File: src/rtl/dev_dip_in.sv
// Operator input device: synchronizes and debounces the DIP-switch bank and push button,
// and hands the switch byte captured on each debounced press to the core over valid/ready.
module dev_dip_in #(
    parameter int DEBOUNCE = 50000,
    parameter int CNT_W    = 16
) (
    input  logic       clk,
    input  logic       rst,
    input  logic       en,
    input  logic [7:0] dip_pins,
    input  logic       btn_pin,
    output logic [7:0] dip_now,
    output logic [7:0] val,
    output logic       valid,
    input  logic       ready,
    output logic       overrun
);

    localparam logic [CNT_W-1:0] LP_LAST = CNT_W'(DEBOUNCE - 1);

    typedef enum logic [1:0] {
        RELEASED,
        PRESS_WAIT,
        PRESSED,
        RELEASE_WAIT
    } btnState_t;

    logic [7:0]       r_dipSync1;
    logic [7:0]       r_dipS;
    logic             r_btnSync1;
    logic             r_btnS;
    logic [7:0]       r_dipNow;
    logic [CNT_W-1:0] r_dipCnt;
    btnState_t        r_state;
    logic [CNT_W-1:0] r_btnCnt;
    logic [7:0]       r_val;
    logic             r_valid;
    logic             r_overrun;

    btnState_t        w_stateNext;
    logic [CNT_W-1:0] w_btnCntNext;
    logic             w_capture;
    logic             w_dipRestart;

    always_ff @(posedge clk) begin
        if (rst) begin
            r_dipSync1 <= '0;
            r_dipS     <= '0;
            r_btnSync1 <= 1'b0;
            r_btnS     <= 1'b0;
        end else begin
            r_dipSync1 <= dip_pins;
            r_dipS     <= r_dipSync1;
            r_btnSync1 <= btn_pin;
            r_btnS     <= r_btnSync1;
        end
    end

    // Restart when dip_s is about to take a new value, so the count measures how long it has been stable.
    assign w_dipRestart = (r_dipSync1 != r_dipS) || (r_dipS == r_dipNow);

    always_ff @(posedge clk) begin
        if (rst) begin
            r_dipCnt <= '0;
            r_dipNow <= '0;
        end else if (w_dipRestart) begin
            r_dipCnt <= '0;
        end else if (en) begin
            if (r_dipCnt == LP_LAST) begin
                r_dipNow <= r_dipS;
                r_dipCnt <= '0;
            end else begin
                r_dipCnt <= r_dipCnt + 1'b1;
            end
        end
    end

    always_ff @(posedge clk) begin
        if (rst) begin
            r_state  <= RELEASED;
            r_btnCnt <= '0;
        end else begin
            r_state  <= w_stateNext;
            r_btnCnt <= w_btnCntNext;
        end
    end

    always_comb begin
        w_stateNext  = r_state;
        w_btnCntNext = r_btnCnt;
        w_capture    = 1'b0;
        if (en) begin
            case (r_state)
                RELEASED: begin
                    if (r_btnS) begin
                        w_stateNext  = PRESS_WAIT;
                        w_btnCntNext = CNT_W'(1);
                    end
                end
                PRESS_WAIT: begin
                    if (!r_btnS) begin
                        w_stateNext  = RELEASED;
                        w_btnCntNext = '0;
                    end else if (r_btnCnt == LP_LAST) begin
                        w_stateNext  = PRESSED;
                        w_btnCntNext = '0;
                        w_capture    = 1'b1;
                    end else begin
                        w_btnCntNext = r_btnCnt + 1'b1;
                    end
                end
                PRESSED: begin
                    if (!r_btnS) begin
                        w_stateNext  = RELEASE_WAIT;
                        w_btnCntNext = CNT_W'(1);
                    end
                end
                RELEASE_WAIT: begin
                    if (r_btnS) begin
                        w_stateNext  = PRESSED;
                        w_btnCntNext = '0;
                    end else if (r_btnCnt == LP_LAST) begin
                        w_stateNext  = RELEASED;
                        w_btnCntNext = '0;
                    end else begin
                        w_btnCntNext = r_btnCnt + 1'b1;
                    end
                end
                default: begin
                    w_stateNext  = RELEASED;
                    w_btnCntNext = '0;
                end
            endcase
        end
    end

    // A capture that lands while the previous byte is still unaccepted is dropped and flagged.
    always_ff @(posedge clk) begin
        if (rst) begin
            r_val     <= '0;
            r_valid   <= 1'b0;
            r_overrun <= 1'b0;
        end else if (w_capture) begin
            if (!r_valid || ready) begin
                r_val   <= r_dipNow;
                r_valid <= 1'b1;
            end else begin
                r_overrun <= 1'b1;
            end
        end else if (r_valid && ready) begin
            r_valid <= 1'b0;
        end
    end

    assign dip_now = r_dipNow;
    assign val     = r_val;
    assign valid   = r_valid;
    assign overrun = r_overrun;

endmodule

File: config.mk
export PLATFORM = sky130hd
export DESIGN_NAME = dev_dip_in
export DESIGN_NICKNAME = d
export VERILOG_FILES = /design/src/rtl/dev_dip_in.sv
export SDC_FILE = /design/constraint.sdc
export NUM_CORES = 1
export LEC_CHECK = 0
export ABC_AREA = 1
export CORE_ASPECT_RATIO = 1.5
export CORE_MARGIN = 1
export CORE_UTILIZATION = 45
export DETAILED_ROUTE_END_ITERATION = 12
export PLACE_DENSITY_LB_ADDON = 0.05
export SLEW_MARGIN = 20
export SYNTH_ARGS = -nofsm -noshare
export SYNTH_HDL_FRONTEND = slang
export SYNTH_SLANG_ARGS = --single-unit
export TNS_END_PERCENT = 30
File: constraint.sdc
create_clock -name clk -period 1.5 [get_ports clk]
set_clock_uncertainty 0.2 [all_clocks]
set_input_delay 0.3 -clock clk [delete_from_list [all_inputs] [get_ports clk]]
set_output_delay 0.3 -clock clk [all_outputs]
set_load 0.005 [all_outputs]
* Word level (Yosys, flattened, before mapping) *
Index checks and enable logic that the tools add are counted.

storage, ports and cells
  bits of input ports = 13
  output and inout bits = 18
  logic and storage cells = 61
  flip-flop bits (word level) = 70

cells by class
  $add $sub $neg = 2
  equality and inequality tests = 12
  mux-type cells = 21
  bitwise operators = 2
  reductions and logical operators = 13

operator list
  cell                                                                   number
  16-bit 2-to-1 mux                                                      6
  16-bit case mux with 4 select lines                                    1
  16-bit by 1-bit adder with 16-bit output, second input constant        2
  16-bit equality test, second input constant                            2
  2-bit 2-to-1 mux                                                       6
  8-bit equality test                                                    1
  8-bit != test                                                          1
  2-bit case mux with 4 select lines                                     1
  1-bit 2-to-1 mux                                                       7
  3-bit != test, second input constant                                   2
  2-bit AND reduction                                                    3
  3-bit AND reduction                                                    2
  5-bit AND reduction                                                    1
  2-bit equality test, second input constant                             2
  2-bit != test, second input constant                                   2
  2-bit by 1-bit equality test with 1-bit output, second input constant  1
  2-bit zero test                                                        1
  1-bit logical OR                                                       2
  2-bit by 1-bit != test with 1-bit output, second input constant        1
  1-bit inverter                                                         2
  2-bit nonzero test                                                     1
  2-bit OR reduction                                                     1
  1-bit logical AND                                                      1
  1-bit zero test                                                        1

* Depth between registers and ports, before layout *
Gate-level depths: netlist of run 1.

  word-level depth = 7
  gate-level depth with buffers = 10

* Worst setup path before layout of run 1 *
No wires, ideal clock.

  kind = reg-to-reg
  start = register r_btnCnt[0]
  end = register r_btnCnt[11]
  required time = 1185 ps
  slack = -93 ps
  clock period less this slack = 1593 ps
  data arrival time = 1278 ps
  cell stages (with the launch flop) = 10
  buffers on the path = 1
  cells stage by stage = dfxtp_1 > ha_1 > nand2_1 > nor2_1 > nand3_1 > nand2_2 > nand2_2 > nand2_2 > buf_6 > nor2_1

between the ends
  word-level cells in the longest chain between the ends = 4
  elaborated cells on any way between the ends = 6
  classes of those cells = add/sub: 1; eq/ne: 1; mux: 4

RTL lines
  element                                                                           line      text
  from (decl)                                                                       35        logic [CNT_W-1:0] r_btnCnt;
  from (signal assigned)                                                            84        r_btnCnt <= w_btnCntNext;
  16-bit by 1-bit adder with 16-bit output or 16-bit equality test (tied branches)  --
  16-bit 2-to-1 mux (*)                                                             104, 122
  16-bit 2-to-1 mux, on equally long branches                                       119, 101
  16-bit case mux with 4 select lines (*)                                           93        case (r_state)

Every way passes the cells marked *; elsewhere a longest branch is shown, timed or not.
A chain may end at the register's enable or synchronous reset.

* Final worst setup path of run 1 *
  start = register r_dipCnt[1]
  end = register r_dipNow[5], in the netlist dip_now[5]

between the ends
  word-level cells in the longest chain between the ends = 2

RTL lines
  element                        line  text
  from (decl)                    33    logic [CNT_W-1:0] r_dipCnt;
  from (signal assigned)         73    r_dipCnt <= r_dipCnt + 1'b1;
  16-bit equality test           69    if (r_dipCnt == LP_LAST) begin
  3-bit AND reduction (no line)  --
  to (signal assigned)           70    r_dipNow <= r_dipS;
  to (decl)                      32    logic [7:0] r_dipNow;

Every way passes these cells.

==> results.json, run 1 <==
{
  "utilization": 0.709,
  "relSlewSlack": 0.785,
  "ant_nets": 0,
  "fin_cells": 773,
  "clock-sinks": 70,
  "synth_cell_types": 33,
  "status": "finished with violations",
  "irDropWorstVdd_v": 0.000782,
  "portBuffers": 30,
  "r2r_start": "r_dipCnt[1]",
  "r2r_cells": 9,
  "dpl.cell_count": 738,
  "area_delta_synth_final_pct": 53.6,
  "die_x_um": 73.9,
  "grt_pass1_vias": 3429,
  "p_per_area_nw_per_um2": 792,
  "remaining_drc_errors": 0,
  "dieArea_um2": 8120,
  "clock_latency_ns": 0.34,
  "core_region_area_um2": 7560,
  "cp_data_required_time_ns": 1.53,
  "synth_area_per_cell_um2": 6.84,
  "cp_max_fo": 8,
  "yosysSeqAreaShare": 0.402,
  "reg2reg_to": "dip_now[5]",
  "violations": "setup timing",
  "hold_slack_ns": 0.222,
  "place.gp.congestion": 0.833,
  "final_hold_viol_count": 0,
  "worst_setup_path_start_kind": "flip-flop",
  "setup_viol": 42,
  "dp_slack_ns": -0.469,
  "final-max-slew-violation-count": 0,
  "ctsLongestPathBuffers": 2,
  "synth_area_um2": 3490,
  "final.period_utilization": 1.08,
  "cp-end-kind": "flip-flop",
  "yosysWarnings": 0,
  "grt_use_total": 0.231,
  "finalCriticalPeriod_ns": 1.62,
  "fmax_mhz": 617,
  "worst_slew_pin_slew_ns": 0.322,
  "crit_type": "flip-flop to flip-flop",
  "grt_setup_unrepaired": "yes",
  "rows": 39,
  "vias_per_cell": 4.68,
  "cts-buffers-inserted": 9,
  "grt_pass1_wl_um": 14300,
  "arrival_ns": 1.65,
  "wl_per_cell_um": 11.7,
  "p_leak_nw": 2.46,
  "antennaDiodeCount": 0,
  "h-tree-depth": 3,
  "synthCells": 510,
  "overflow": 0,
  "drv_cap": 0,
  "cts.clk_slew.worst_paths_ns": 0.06,
  "clk_root_buffer_cell": "clkbuf_16",
  "cp-endpoint": "dip_now[5]",
  "worstHoldPathType": "flip-flop to flip-flop",
  "antenna_found_initial": 0,
  "syn_nets": 525,
  "cts_tree": "yes",
  "synth-seq-cells": 70,
  "fill_cells": 640,
  "fin_ws_ns": -0.121,
  "total_power_mw": 4.25,
  "die_h_um": 110,
  "routed_wl_um": 9050,
  "initial_core_util": 0.461,
  "fin_nets": 682,
  "grt_max_degree": 22,
  "hpwlAfterDp_um": 6170,
  "num_vias": 3620,
  "drive_gt1_frac": 0.379,
  "final_common_cell": "buf_4",
  "drtPass1Iterations": 6,
  "startpoint": "r_dipCnt[1]",
  "ios": 31,
  "drt-initial-drc-count": 144,
  "r2r_setup_slack_ns": -0.12,
  "final_cell_mix": "buf_4 (117), nand2_1 (115), nor2_1 (92)"
}
per-stage QoR:
step           setup TNS [ns]  area [um2]
2_1_floorplan          -0.528        3520
6_report                -2.78        5360
5_1_grt                 -6.97        5360
3_5_place_dp           -17.93        4700
4_1_cts                 -3.21        5230
3_3_place_gp           -16.97        4700
state kept, by name, indices dropped and copies added, names as in the netlist, named ones only:
name and cells:
dip_now 8, overrun 1, r_btnCnt 16, r_btnS 1
r_btnSync1 1, r_dipCnt 16, r_dipS 8, r_dipSync1 8
r_state 1, val 8, valid 1
routing by layer:
layer	wire (um)	vias up	GRT usage
met5	0	-	0
met4	146	0	0.0783
met3	211	10	0.0467
met2	5140	53	0.455
met1	3550	1676	0.231
li1	-	1881	-
power by group:
group          internal, mW  total [mW]  switching (mW)
Clock                  1.20        1.95           0.756
Sequential             1.89        1.91          0.0227
Combinational         0.190       0.378           0.188
timing repair:
item / CTS / global route
gates cloned: 1 / 1
pin swaps: 29 / 20
setup buffers: 15 / 3
setup endpoints to repair: 68 / 58
gates resized for setup: 79 / 46
hold buffers: 0 / 0
Yosys cell counts:
cell type / instances / area share
nand3_4: 2 / 0.010
buf_2: 2 / 0.0029
nor2_1: 108 / 0.12
nand4_1: 21 / 0.038
buf_8: 1 / 0.0043
nand2_2: 6 / 0.011
o31ai_1: 1 / 0.0022
a21oi_1: 12 / 0.017
nand2_1: 122 / 0.13
buf_4: 1 / 0.0022
dfxtp_1: 70 / 0.40
nand4_4: 2 / 0.012
o21ai_0: 7 / 0.010
clkbuf_1: 3 / 0.0032
nand3_1: 19 / 0.027
inv_1: 77 / 0.083
nor2_4: 1 / 0.0032
buf_6: 3 / 0.0097
o22ai_1: 2 / 0.0036
ha_1: 2 / 0.0072
nor2_8: 1 / 0.0057
nor3_1: 4 / 0.0057
and2_1: 1 / 0.0018
nand3b_1: 2 / 0.0043
a31oi_1: 1 / 0.0018
or2_2: 1 / 0.0018
nor3b_2: 1 / 0.0036
nor3_4: 1 / 0.0047
xnor2_1: 7 / 0.018
nor3_2: 2 / 0.0057
nor2_2: 4 / 0.0072
xor2_1: 14 / 0.035
inv_2: 9 / 0.0097
cell type report:
cell class / count / area [um2] / area share
clock buffers: 14 / 264 / 0.0493
clock inverters: 1 / 5.00 / 0.000934
inverters: 86 / 325 / 0.0607
multi-input cells: 345 / 1900 / 0.355
flip-flops and latches: 70 / 1450 / 0.271
well taps: 102 / 128 / 0.0238
repair buffers: 155 / 1280 / 0.239
worst max-delay path, cell delays in order (launching register included):
cell and delay (ns):
dfxtp_4 0.37, ha_4 0.16, nand3_4 0.09, nor2_4 0.09
nand2_2 0.09, nor2_8 0.17, buf_12 0.13, nand4_1 0.10
nand2_1 0.07, nor2_1 0.04
worst min-delay path by stage:
| stage | start | to | slack, ns | cells past startpoint |
|---|---|---|---|---|
| 6_report | r_btnSync1 | r_btnS | 0.22 | 2 |
| 3_3_place_gp | r_btnSync1 | r_btnS | 0.20 | 2 |
| 4_1_cts | r_btnSync1 | r_btnS | 0.24 | 2 |
| 5_1_grt | r_btnSync1 | r_btnS | 0.27 | 2 |
| 2_1_floorplan | rst | r_btnCnt[1] | 0.16 | 1 |
| 3_5_place_dp | r_btnSync1 | r_btnS | 0.20 | 2 |
logic make-up (layout without fill, tap and decap cells):
group                      after synthesis  in the layout  synth area share
buffers and inverters                   96            256             0.115
adders and majority gates                2              2           0.00717
DFF                                     70             70             0.402
xor gates and xnor gates                21             21            0.0527
AOI/OAI and AO/OA                       23             23            0.0348
and+or+nand+nor                        298            299             0.389
Note: power is estimated with default switching activity, not from simulation.
==> run 2, diff against run 1 <==
- CAP_MARGIN: unset -> 15
==> results of run 2 <==
Final layout, timing and power as in run 1 (identical DEF).
